`src/rtl/uart_pkg.sv`:
```
// rtl/uart_pkg.sv - shared UART state encoding, frame constants and bit-timing helpers
package uart_pkg;

  typedef enum logic [1:0] {
    IDLE  = 2'd0,
    START = 2'd1,
    DATA  = 2'd2,
    STOP  = 2'd3
  } uart_state_e;

  localparam int unsigned DATA_BITS  = 8;
  localparam logic        STOP_LEVEL = 1'b1;

  function automatic int unsigned bit_period(input int unsigned clk_freq,
                                             input int unsigned baud_rate);
    return clk_freq / baud_rate;
  endfunction

  function automatic int unsigned half_period(input int unsigned clk_freq,
                                              input int unsigned baud_rate);
    return bit_period(clk_freq, baud_rate) / 2;
  endfunction

endpackage

```
`src/rtl/uart_sync.sv`:
```
// rtl/uart_sync.sv - two-flop synchroniser for asynchronous inputs, reset to the idle level
module uart_sync #(
  parameter int unsigned       WIDTH     = 1,
  parameter logic [WIDTH-1:0]  RESET_VAL = '1
) (
  input  logic             clk,
  input  logic             rst_n,
  input  logic [WIDTH-1:0] d_i,
  output logic [WIDTH-1:0] q_o
);

  logic [WIDTH-1:0] meta_q;
  logic [WIDTH-1:0] sync_q;

  always_ff @(posedge clk or negedge rst_n) begin
    if (!rst_n) begin
      meta_q <= RESET_VAL;
      sync_q <= RESET_VAL;
    end else begin
      meta_q <= d_i;
      sync_q <= meta_q;
    end
  end

  assign q_o = sync_q;

endmodule

```
`src/rtl/uart_rx.sv`:
```
// rtl/uart_rx.sv - 8N1 UART receiver: start-edge detect, mid-bit sampling, valid/framing-error strobes
module uart_rx
  import uart_pkg::*;
#(
  parameter int unsigned CLK_FREQ  = 50000000,
  parameter int unsigned BAUD_RATE = 9600
) (
  input  logic       clk,
  input  logic       reset,
  input  logic       rx,
  output logic [7:0] data_out,
  output logic       data_valid,
  output logic       frame_error,
  output logic       busy
);

  localparam int unsigned BIT_PERIOD  = bit_period(CLK_FREQ, BAUD_RATE);
  localparam int unsigned HALF_PERIOD = half_period(CLK_FREQ, BAUD_RATE);
  localparam logic [31:0] BIT_LAST    = 32'(BIT_PERIOD - 1);
  localparam logic [31:0] HALF_LAST   = 32'(HALF_PERIOD - 1);
  localparam logic [2:0]  LAST_BIT    = 3'(DATA_BITS - 1);

  logic        rx_s;
  logic        rx_prev_q;
  uart_state_e state_q, state_d;
  logic [31:0] clk_count_q, clk_count_d;
  logic [2:0]  bit_index_q, bit_index_d;
  logic [7:0]  shift_q, shift_d;
  logic [7:0]  data_out_q, data_out_d;
  logic        data_valid_q, data_valid_d;
  logic        frame_error_q, frame_error_d;

  uart_sync #(.WIDTH(1), .RESET_VAL(1'b1)) u_sync (
    .clk   (clk),
    .rst_n (reset),
    .d_i   (rx),
    .q_o   (rx_s)
  );

  always_comb begin
    state_d       = state_q;
    clk_count_d   = clk_count_q;
    bit_index_d   = bit_index_q;
    shift_d       = shift_q;
    data_out_d    = data_out_q;
    data_valid_d  = 1'b0;
    frame_error_d = 1'b0;
    case (state_q)
      IDLE: begin
        // Needs a high-to-low transition, so a held-low line cannot retrigger.
        if (rx_prev_q && !rx_s) begin
          state_d     = START;
          clk_count_d = '0;
        end
      end
      START: begin
        if (clk_count_q == HALF_LAST) begin
          clk_count_d = '0;
          state_d     = rx_s ? IDLE : DATA;
        end else begin
          clk_count_d = clk_count_q + 32'd1;
        end
      end
      DATA: begin
        if (clk_count_q == BIT_LAST) begin
          clk_count_d          = '0;
          shift_d[bit_index_q] = rx_s;
          if (bit_index_q == LAST_BIT) begin
            bit_index_d = '0;
            state_d     = STOP;
          end else begin
            bit_index_d = bit_index_q + 3'd1;
          end
        end else begin
          clk_count_d = clk_count_q + 32'd1;
        end
      end
      STOP: begin
        // Leaving at mid-stop-bit gives half a bit of slack for the next start edge.
        if (clk_count_q == BIT_LAST) begin
          clk_count_d = '0;
          state_d     = IDLE;
          if (rx_s == STOP_LEVEL) begin
            data_out_d   = shift_q;
            data_valid_d = 1'b1;
          end else begin
            frame_error_d = 1'b1;
          end
        end else begin
          clk_count_d = clk_count_q + 32'd1;
        end
      end
      default: state_d = IDLE;
    endcase
  end

  always_ff @(posedge clk or negedge reset) begin
    if (!reset) begin
      rx_prev_q     <= 1'b1;
      state_q       <= IDLE;
      clk_count_q   <= '0;
      bit_index_q   <= '0;
      shift_q       <= '0;
      data_out_q    <= '0;
      data_valid_q  <= 1'b0;
      frame_error_q <= 1'b0;
    end else begin
      rx_prev_q     <= rx_s;
      state_q       <= state_d;
      clk_count_q   <= clk_count_d;
      bit_index_q   <= bit_index_d;
      shift_q       <= shift_d;
      data_out_q    <= data_out_d;
      data_valid_q  <= data_valid_d;
      frame_error_q <= frame_error_d;
    end
  end

  assign data_out    = data_out_q;
  assign data_valid  = data_valid_q;
  assign frame_error = frame_error_q;
  assign busy        = (state_q != IDLE);

endmodule

```
`config.mk`:
```
export PLATFORM = sky130hd
export DESIGN_NAME = uart_rx
export DESIGN_NICKNAME = d
export VERILOG_FILES = /design/src/rtl/uart_pkg.sv /design/src/rtl/uart_sync.sv /design/src/rtl/uart_rx.sv
export SDC_FILE = /design/constraint.sdc
export NUM_CORES = 1
export LEC_CHECK = 0
export CAP_MARGIN = 20
export CELL_PAD_IN_SITES_DETAIL_PLACEMENT = 0
export CELL_PAD_IN_SITES_GLOBAL_PLACEMENT = 2
export CORE_MARGIN = 10
export CORE_UTILIZATION = 35
export CTS_CLUSTER_DIAMETER = 30
export DETAILED_ROUTE_END_ITERATION = 8
export GPL_ROUTABILITY_DRIVEN = 0
export PLACE_DENSITY_LB_ADDON = 0.15
export REMOVE_ABC_BUFFERS = 1
export SLEW_MARGIN = 25
export SYNTH_ARGS = -nofsm -noshare
export SYNTH_HDL_FRONTEND = slang
export SYNTH_SLANG_ARGS = --single-unit
```
`constraint.sdc`:
```
create_clock -name clk -period 2.4 [get_ports clk]
set_input_delay 0.36 -clock clk [delete_from_list [all_inputs] [get_ports clk]]
set_output_delay 0.36 -clock clk [all_outputs]
set_load 0.02 [all_outputs]
```
Yosys cells after proc, flatten, opt, wreduce, memory -nomap -nowiden
Cells that the tools add are included.

Bits in registers: 58. Bits of input ports: 3. Output and inout bits: 11. Logic and storage cells: 55.

Add/subtract/negate cells: 2. Magnitude comparators: 2. Equality and inequality tests: 11. Muxes and demuxes: 21. Reduce and logical (&&, ||, !) cells: 9.

Operators with widths (count): $mux 32 (3); $pmux 32 s3 (1); $add 32x1->32 const B (1); $eq 32x12->1 const B (1); $eq 32x13->1 const B (1); $mux 2 (6); $ne 2x2->1 const B (5); $bwmux 8 (1); $pmux 2 s4 (1); $mux 1 (7); $reduce_and 5->1 (1); $eq 2x2->1 const B (2); $lt 3x4->1 const B (1); $add 3x1->3 const B (1); $demux 1 s3 (1); $eq 3x3->1 const B (1); $ge 3x1->1 const B (1); $mux 3 (1); $reduce_and 3->1 (1); $eq 2x1->1 const B (1); $logic_and 1x1->1 (2); $logic_not 2->1 (1); $reduce_and 2->1 (1); $reduce_bool 2->1 (1); other kinds (2) (2).

Depth between registers and ports, before layout
Gate-level depths: netlist of run 1.

Word-level depth: 5. Mapped depth: 8. Depth with buffers taken out: 6.

By module
From an unflattened synthesis of run 1, not the netlist that was laid out.

Cells, all modules: 321. Area total of the unflattened synthesis: 2992.9 um2.

Modules (own cells, without submodules): uart_rx (instances 1, cells each 319, area an instance 2940.3 um2, sequential area each 1402.6 um2); uart_sync (instances 1, cells each 2, area an instance 52.6 um2, sequential area each 52.6 um2).

Worst setup path before layout of run 1
No wires, ideal clock.

Path kind: reg-to-reg. Start: register clk_count_q[17]. End: register shift_q[5]. Library setup time: 0.127 ns. Arrival time: 2.282 ns. Slack: -0.010 ns. Cell stages (with the launch flop): 7. Path buffers: 1. Period minus slack after synthesis: 2.410 ns. Cells stage by stage: dfrtp_1 > or4_4 > or4_4 > nor4b_4 > buf_6 > nand4b_1 > mux2_1.

Cells in the longest elaborated chain, start to end: 2.

Ends and longest elaborated chain: start: declaration (RTL line uart_rx.sv:26) `logic [31:0] clk_count_q, clk_count_d;`; start signal: assignment (RTL line uart_rx.sv:110) `clk_count_q <= clk_count_d;`; $eq 32x13->1 (RTL line uart_rx.sv:65) `if (clk_count_q == BIT_LAST) begin`; $reduce_and 2->1 (no source line); end signal: assignment (RTL line uart_rx.sv:112) `shift_q <= shift_d;`; end: declaration (RTL line uart_rx.sv:28) `logic [7:0] shift_q, shift_d;`.

No other way between the ends. A chain may end at the register's enable or synchronous reset.

Final worst setup path of run 1
Start: register clk_count_q[19]. End: register state_q[0].

Cells in the longest elaborated chain, start to end: 3.

Ends and longest elaborated chain: $eq 32x13->1 or $eq 32x12->1 (tied branches) (RTL line uart_rx.sv:65, uart_rx.sv:80, uart_rx.sv:57); $ne 2x2->1 (no source line); $reduce_and 5->1 (no source line) *; end signal: assignment (RTL line uart_rx.sv:109) `state_q <= state_d;`; end: declaration (RTL line uart_rx.sv:25) `uart_state_e state_q, state_d;`.

Every way passes the cells marked *; elsewhere a longest branch is shown, timed or not.

==> results_dict.tcl, run 1 <==
set metrics [dict create \
    status "finished, violations left" \
    violations "setup timing" \
    clk_pin_slew_ns 0.08 \
    ys_ff_latch 58 \
    vias_per_cell 5.511 \
    crit_path_top_delay_cell "or4_4" \
    cts_tree "built" \
    wl_per_cell_um 17.17 \
    pwr-share-seq_pct 34.1 \
    synth_top_area_share_pct 42.67 \
    pwr-share-clk_pct 29.4 \
    num_antenna_cells 0 \
    dp_hpwl_um 5934 \
    multi_input_area_um2 1703 \
    syn-cell-area_um2 3226 \
    synthCells 346 \
    drc_errors 0 \
    start_kind "flop" \
    power.total_mw 3.180 \
    drtPass1Iterations 4 \
    drt_wl_total_um 8878 \
    internal-power_mw 2.006 \
    cap_violations 0 \
    place_area_um2 3756 \
    seq_area_um2 1455 \
    setup_violations 11 \
    finalNetCount 410 \
    tns_ns -0.4323 \
    ctsHoldBuffers 0 \
    grt_pass1_wl_um 14300 \
    ioPinCount 14 \
    die_area_um2 13460 \
    ys.flop_type "dfrtp_1" \
    async_reset_ff_share_pct 100.0 \
    critPathRequiredTime_ns 2.68 \
    die_height_um 116 \
    regToRegSetupSlack_ns -0.1 \
    crit_chain "or4bb_1, or4_4, buf_4, o21a_4, or4_1, o21ai_1" \
    core_area_um2 8848 \
    crit_buf_inv 1 \
    holdWs_ns 0.1553 \
    drv_slew 0 \
    switchingPower_mw 1.174 \
    comb_power_share_pct 36.6 \
    clockRootBuffer "clkbuf_8" \
    crit_family "simple AND/OR/NAND/NOR gates" \
    crit_arrival_ns 2.78 \
    via_count 2849 \
    synth_cell_types 48 \
    htree_levels 3 \
    peakVddDrop_uv 479.2 \
    grt_max_degree 59 \
    p_leak_nw 1.798 \
    numCtsBuffers 9 \
    worstSetupPathType "reg -> reg" \
    drtIter0Drc 177 \
    syn_to_final_growth_pct 29.64 \
    rsz0062_at_grt "yes" \
    final_antenna_net_count 0 \
    end_kind "flop" \
    antenna_found_initial 0 \
    grt_pass1_vias 2746 \
    worst_pin_slew_ns 0.7639 \
    drive_gt1_share_pct 29.34 \
    clk_path_buf_depth 2 \
    fp.dieW_um 116 \
    placementRows 34 \
    power_density_nw_per_um2 760.5 \
    final_core_util_pct 47.26 \
    switching_share_pct 36.92 \
    crit_fanout 8 \
    fmax_ghz 0.4005 \
    synth-seq-area-share_pct 45.11 \
    hold_class "in -> async" \
    clock_latency_ns 0.35 \
    setup_ws_ns -0.09698 \
    relSlewSlack_pct 49.07 \
    portBuffers 13 \
    final_hold_viol_count 0 \
    gr-total-overflow 0 \
    grt_usage_pct 13.39 \
    skew_ns 0.01150 \
    syn_area_per_cell_um2 9.323 \
    layout_min_cycle_time_ns 2.497 \
    synth_edf_count 0 \
    critPathMaxStageDelay_ns 0.53 \
    fill_cells 856 \
    fin_crit_sh_pct 104.0 \
    synth_largest_area_cell "dfrtp_1" \
    numClockSinks 58 \
    yosys_warnings 0 \
    stdcell_area_um2 4182 \
    initial_core_util_pct 36.45 \
    synthTopCellsByArea "dfrtp_1, nand2_1, mux2_2" \
]
==> through the flow <==
step / setup WS, ns / instances
2_1_floorplan: -1.727 / 324
3_3_place_gp: -0.1784 / 494
6_report: -0.09698 / 517
4_1_cts: -0.1240 / 513
3_5_place_dp: -0.1784 / 494
5_1_grt: -0.1761 / 517
==> cells by family (layout without fill, tap and decap cells) <==
group / count (synthesis) / count (layout) / synth area share (%)
compound gates: 73 / 73 / 14.90
xor+xnor: 1 / 1 / 0.2716
fa+ha+maj: 3 / 3 / 1.164
buf+inv: 37 / 100 / 5.818
flops: 58 / 58 / 45.11
mux: 18 / 18 / 6.284
simple gates: 156 / 156 / 26.45
==> layer usage <==
metal | GRT usage, % | up-vias | wire length (um)
li1 | - | 1403 | -
met1 | 18.33 | 1403 | 4454
met2 | 20.55 | 38 | 4034
met3 | 3.463 | 5 | 312
met4 | 3.336 | 0 | 76
met5 | 0 | - | 0
==> flip-flops by register name (all words and copies together) (netlist names), named ones only <==
register,flops
data_valid,1
rx_prev_q,1
data_out,8
u_sync.q_o,1
clk_count_q,32
frame_error,1
u_sync.meta_q,1
state_q,1
shift_q,8
bit_index_q,3
==> worst reg2reg max path, cell delays in order, from the launching register on <==
cell	delay (ns)
dfrtp_1	0.38
or4bb_1	0.50
or4_4	0.53
buf_4	0.16
o21a_4	0.26
or4_1	0.52
o21ai_1	0.08
==> power by group through the flow <==
stage	Sequential, mW	Clock, mW	Combinational [mW]
after detailed placement	1.10	0	0.930
after global placement	1.10	0	0.924
final	1.08	0.934	1.16
after CTS	1.08	0.953	0.972
after floorplan	1.10	0	0.397
after global routing	1.09	0.996	1.26
==> final cells by class <==
class	instances	share of cell area, %
Clock buffer	10	3.291
Clock inverter	6	1.586
Inverter	15	1.346
Multi-Input combinational cell	251	40.72
Sequential cell	58	34.80
Tap cell	108	3.232
Timing Repair Buffer	69	15.02
==> Yosys cell counts (4+ instances only) <==
cell and instances:
dfrtp_1 55, nand2_1 49, nor2_1 22, o21ai_0 22, inv_1 15, mux2_2 15, o211ai_1 14, clkbuf_1 13
o22ai_1 13, nand4_1 11, nand3_1 10, nor3_1 10, nor4_1 10, or3_1 7, and4_1 6, o221ai_1 6
a22oi_1 5, nand4b_1 4, or2_2 4
==> worst paths after layout <==
kind / to / from / cells after the start
min: clk_count_q[23] / reset / 2
min in group clk: u_sync.q_o / u_sync.meta_q / 0
max in group asynchronous: clk_count_q[4] / reset / 2
min reg2reg: u_sync.q_o / u_sync.meta_q / 0
max: state_q[0] / clk_count_q[19] / 6
max reg2reg: state_q[0] / clk_count_q[19] / 6
==> placed cells by master (no fill, tap or decap), drive strengths merged, types with 3 or more instances in the layout <==
| cell type | instances |
|---|---|
| dfrtp | 55 |
| buf | 55 |
| nand2 | 49 |
| nor2 | 22 |
| o21ai | 22 |
| mux2 | 18 |
| inv | 15 |
| o211ai | 14 |
| o22ai | 13 |
| clkdlybuf4s50 | 12 |
| clkbuf | 12 |
| nand4 | 11 |
| nor4 | 10 |
| nand3 | 10 |
| nor3 | 10 |
| or3 | 7 |
| and4 | 7 |
| o221ai | 6 |
| a22oi | 5 |
| or4 | 5 |
| or2 | 4 |
| nand4b | 4 |
| and2 | 3 |
| nor2b | 3 |
| clkinvlp | 3 |
| dfstp | 3 |
| a21oi | 3 |
| ha | 3 |
==> timing repair <==
action,CTS,global route
endpoints found under the hold margin,0,0
endpoints found under the setup margin,28,52
resized for setup,9,35
pin swaps,2,5
cloned,0,3
buffers inserted,3,1
(Power assumes the default switching activity.)
==> run 2: changes to the inputs <==
--- a/config.mk
+++ b/config.mk
@@ -6,16 +6,18 @@
 export NUM_CORES = 1
 export LEC_CHECK = 0
 export CAP_MARGIN = 20
-export CELL_PAD_IN_SITES_DETAIL_PLACEMENT = 0
-export CELL_PAD_IN_SITES_GLOBAL_PLACEMENT = 2
+export CELL_PAD_IN_SITES_DETAIL_PLACEMENT = 1
+export CELL_PAD_IN_SITES_GLOBAL_PLACEMENT = 1
 export CORE_MARGIN = 10
-export CORE_UTILIZATION = 35
+export CORE_UTILIZATION = 43
 export CTS_CLUSTER_DIAMETER = 30
 export DETAILED_ROUTE_END_ITERATION = 8
 export GPL_ROUTABILITY_DRIVEN = 0
+export MAX_ROUTING_LAYER = met4
 export PLACE_DENSITY_LB_ADDON = 0.15
 export REMOVE_ABC_BUFFERS = 1
 export SLEW_MARGIN = 25
 export SYNTH_ARGS = -nofsm -noshare
 export SYNTH_HDL_FRONTEND = slang
 export SYNTH_SLANG_ARGS = --single-unit
+export TNS_END_PERCENT = 100
==> run 2 against run 1 <==
The run still ends with setup timing left. First-iteration DRC count down 53%. Setup slack worse by 0.0027 ns. Worst hold slack worse by 0.13 ns. Global-route usage up 4.0 points. Maximum frequency down 0.11%. Clock skew up 0.0021 ns. Sequential share of layout area up 1.2 points. Routed wire length up 3.9%. Count of clock-buffer cells in the layout down 1. Flip-flop and latch count unchanged. Register-to-register slack about the same. Critical path depth unchanged. Critical endpoint is now shift_q[5]. Highest routed layer unchanged.
==> results_dict.tcl, run 2 (synthesized netlist as in run 1, its figures left out) <==
set metrics [dict create \
    setup_ws_ns -0.09969 \
    die_height_um 106.6 \
    cap_violations 0 \
    antenna_found_initial 0 \
    via_count 2948 \
    layout.cells.non_filler 501 \
    fmax_ghz 0.4001 \
    clockRootBuffer "clkbuf_8" \
    grt_pass1_vias 3137 \
    drive_gt1_share_pct 26.37 \
    rsz0062_at_grt "yes" \
    grt_pass1_wl_um 15870 \
    drc_errors 0 \
    drtIter0Drc 84 \
    end_kind "flop" \
    clk_pin_slew_ns 0.08 \
    p_leak_nw 1.740 \
    start_kind "flop" \
    portBuffers 13 \
    regMostFlops "clk_count_q" \
    worstSetupPathType "reg -> reg" \
    largest_register_ffs 32 \
    clk_path_buf_depth 2 \
    clock_latency_ns 0.35 \
    grt_usage_pct 17.43 \
    setup_violations 9 \
    fp.dieW_um 106.6 \
    ctsHoldBuffers 0 \
    power.total_mw 3.149 \
    fin_crit_sh_pct 104.2 \
    tns_ns -0.4494 \
    drv_slew 0 \
    syn_to_final_growth_pct 25.45 \
    placementRows 31 \
    initial_core_util_pct 44.23 \
    status "finished, violations left" \
    violations "setup timing" \
    critPathLaunch "clk_count_q[16]" \
    relSlewSlack_pct 56.85 \
    vias_per_cell 5.884 \
    drtPass1Iterations 4 \
    hold_class "in -> async" \
    finalNetCount 403 \
    power_density_nw_per_um2 778.3 \
    numClockSinks 58 \
    final_common_cell "dfrtp_1" \
    holdWs_ns 0.02457 \
    crit_fanout 8 \
    cts_tree "built" \
    seq_area_um2 1455 \
    stdcell_area_um2 4046 \
    layout_min_cycle_time_ns 2.500 \
    htree_levels 3 \
    multi_input_area_um2 1653 \
    mostFrequentLayoutCells "dfrtp_1, nand2_1, buf_4" \
    ioPinCount 14 \
    final_antenna_net_count 0 \
    grt_max_degree 35 \
    dp_hpwl_um 6419 \
    gr-total-overflow 0 \
    critPathRequiredTime_ns 2.63 \
    place_ws_ns -0.1228 \
    crit_arrival_ns 2.73 \
    place_area_um2 3730 \
    peakVddDrop_uv 476.8 \
    rr_startpoint "clk_count_q[16]" \
    core_area_um2 7292 \
    skew_ns 0.01361 \
    numCtsBuffers 9 \
    dp.cells 483 \
    die_area_um2 11370 \
    wl_per_cell_um 18.41 \
    worst_pin_slew_ns 0.6473 \
    drt_wl_total_um 9224 \
    final_hold_viol_count 0 \
    final_core_util_pct 55.49 \
    num_antenna_cells 0 \
    fill_cells 860 \
]
## run 2: final timing paths
path / endpoint / slack, ns / cells after the start
hold reg to reg: u_sync.q_o / 0.36 / 0
hold / removal: clk_count_q[26] / 0.02 / 1
min in group clk: u_sync.q_o / 0.36 / 0
setup / recovery: shift_q[5] / -0.1 / 6
max in group asynchronous: u_sync.meta_q / 1.69 / 2
setup reg to reg: shift_q[5] / -0.1 / 6
## run 2: layer usage
metal	up-vias	track usage [%]	share of wire (%)
met5	-	-	0
met1	1523	21.59	46
met3	9	4.371	3.4
li1	1376	-	-
met4	0	4.739	1.0
met2	40	27.74	49
## run 2: report_power, final
part	leakage [nW]	internal (mW)	total, mW	switching [mW]
combinational	0.823	0.322	0.917	0.595
clock	0.124	0.698	1.14	0.442
sequential	0.793	1.03	1.09	0.0639
## run 2: layout make-up
type	count	area share (%)
Multi-Input combinational cell	251	40.85
Sequential cell	58	35.96
Timing Repair Buffer	62	12.59
Clock inverter	7	3.092
Clock buffer	9	3.061
Tap cell	99	3.061
Inverter	15	1.391
## run 2: worst max-delay path: stages (launching register included)
cell and delay, ns:
dfrtp_1 0.38, or4_4 0.55, or4_4 0.53, nor4b_4 0.29
buf_6 0.18, nand4b_1 0.14, mux2_4 0.33
## run 2: timing repair
action                     4_1_cts  5_1_grt
setup endpoints to repair        9       40
hold endpoints to repair         0        0
gates resized for setup          4       13
pin swaps                        0        1
buffers inserted                 0        2
==> patch (settings of run 2) <==
`RESET_VAL`: 1'b1 -> 1'b0.
--- a/src/rtl/uart_rx.sv
+++ b/src/rtl/uart_rx.sv
@@ -30,7 +30,7 @@
   logic        data_valid_q, data_valid_d;
   logic        frame_error_q, frame_error_d;
 
-  uart_sync #(.WIDTH(1), .RESET_VAL(1'b1)) u_sync (
+  uart_sync #(.WIDTH(1), .RESET_VAL(1'b0)) u_sync (
     .clk   (clk),
     .rst_n (reset),
     .d_i   (rx),
Check against the original RTL: not equivalent (a bounded check fails within 4 cycles, from zero or initial values and one cycle with reset low).
==> patch against run 2 <==
The flow still finishes with violations (negative setup slack). Sequential cell count did not move. Final area decreased by 1.6%. Total power decreased by 1.6%. Maximum frequency grew 0.16%. Worst setup slack better by 0.0040 ns. Highest routed layer unchanged. Critical path type unchanged. Synthesized area hardly changed. Largest power group unchanged. Wire length grew 2.3%.
==> patch: results <==
metrics = {
    "run_status": {
        "status": "finished, violations left",
        "violations": "negative setup slack",
    },
    "grt": {
        "grt_pass1_wl_mm": 15.6,
        "grt_usage": 0.175,
        "grt_max_degree": 59,
    },
    "synthesis": {
        "synth_top_area_frac": 0.443,
        "synth_area_leaders": "dfrtp_1 44%, nand2_1 5.7%, mux2_2 5.2%",
        "avgSynthCellArea_um2": 9.32,
        "synth_commonest_cells": "57 x dfrtp_1, 49 x nand2_1, 22 x nor2_1, 22 x o21ai_0",
        "ys_seq_area_frac": 0.451,
        "synth-adder-area-share": 0.0116,
    },
    "cells_and_area": {
        "fill_cells": 832,
        "layout-drive-gt1-share": 0.235,
        "nClkBuffers": 12,
        "multi_input_area_um2": 1650,
        "clkCellAreaFrac": 0.0613,
        "n_all_buffers": 56,
        "final_cell_area_um2": 3980,
    },
    "placement": {
        "hpwl_mm": 6.26,
        "dpl_cell_area_um2": 3670,
        "place_inst": 477,
        "pre_cts_ws_ns": -0.0828,
    },
    "timing": {
        "holdWs_ns": 0.166,
        "fin_skew_ns": 0.00833,
        "finalSetupViolations": 8,
        "setup-tns-final_ns": -0.366,
        "worstMarginPinSlew_ns": 0.781,
        "worst_slack_ns": -0.0957,
    },
    "detailed_routing": {
        "drt_iter0_markers": 117,
        "wire_per_inst_um": 19.1,
        "routed-via-count": 2908,
    },
    "power_and_ir_drop": {
        "cellInternalPower_mw": 2.03,
        "ir_worst_vdd_mv": 0.388,
    },
    "critical_path": {
        "reg2reg_to": "shift_q[3]$_DFFE_PN0P_",
        "critical_path.max_fanout": 5,
    },
    "floorplan": {
        "fp.coreArea_um2": 7250,
    },
}
patch: cell types whose count changed in the layout (fill, tap and decap cells not counted), sizes merged:
| cell | before | now |
|---|---|---|
| buf | 50 | 44 |
| inv | 16 | 15 |
| clkinv | 3 | 1 |
| dfrtp | 55 | 57 |
| dfstp | 3 | 1 |
| clkbuf | 9 | 12 |
patch: layer usage:
metal  wire [um]  GRT usage  vias up  share of wire
met2        4680      0.281       49           0.50
met5           0          -        -              0
met3         258     0.0359       11          0.027
met4         133     0.0609        0          0.014
li1            -          -     1373              -
met1        4360      0.215     1475           0.46
patch: timing repair:
action	CTS	global route
setup buffers	0	2
gates resized for setup	3	11
cloned	0	0
endpoints found under the setup margin	9	49
hold endpoints to repair	0	0
patch: worst register-to-register path, delay by kind of cell (launching register included):
kind | cells | cell delay, ns
DFF | 1 | 0.38
muxes | 1 | 0.33
and+or+nand+nor | 4 | 1.49
buffers and inverters | 1 | 0.19
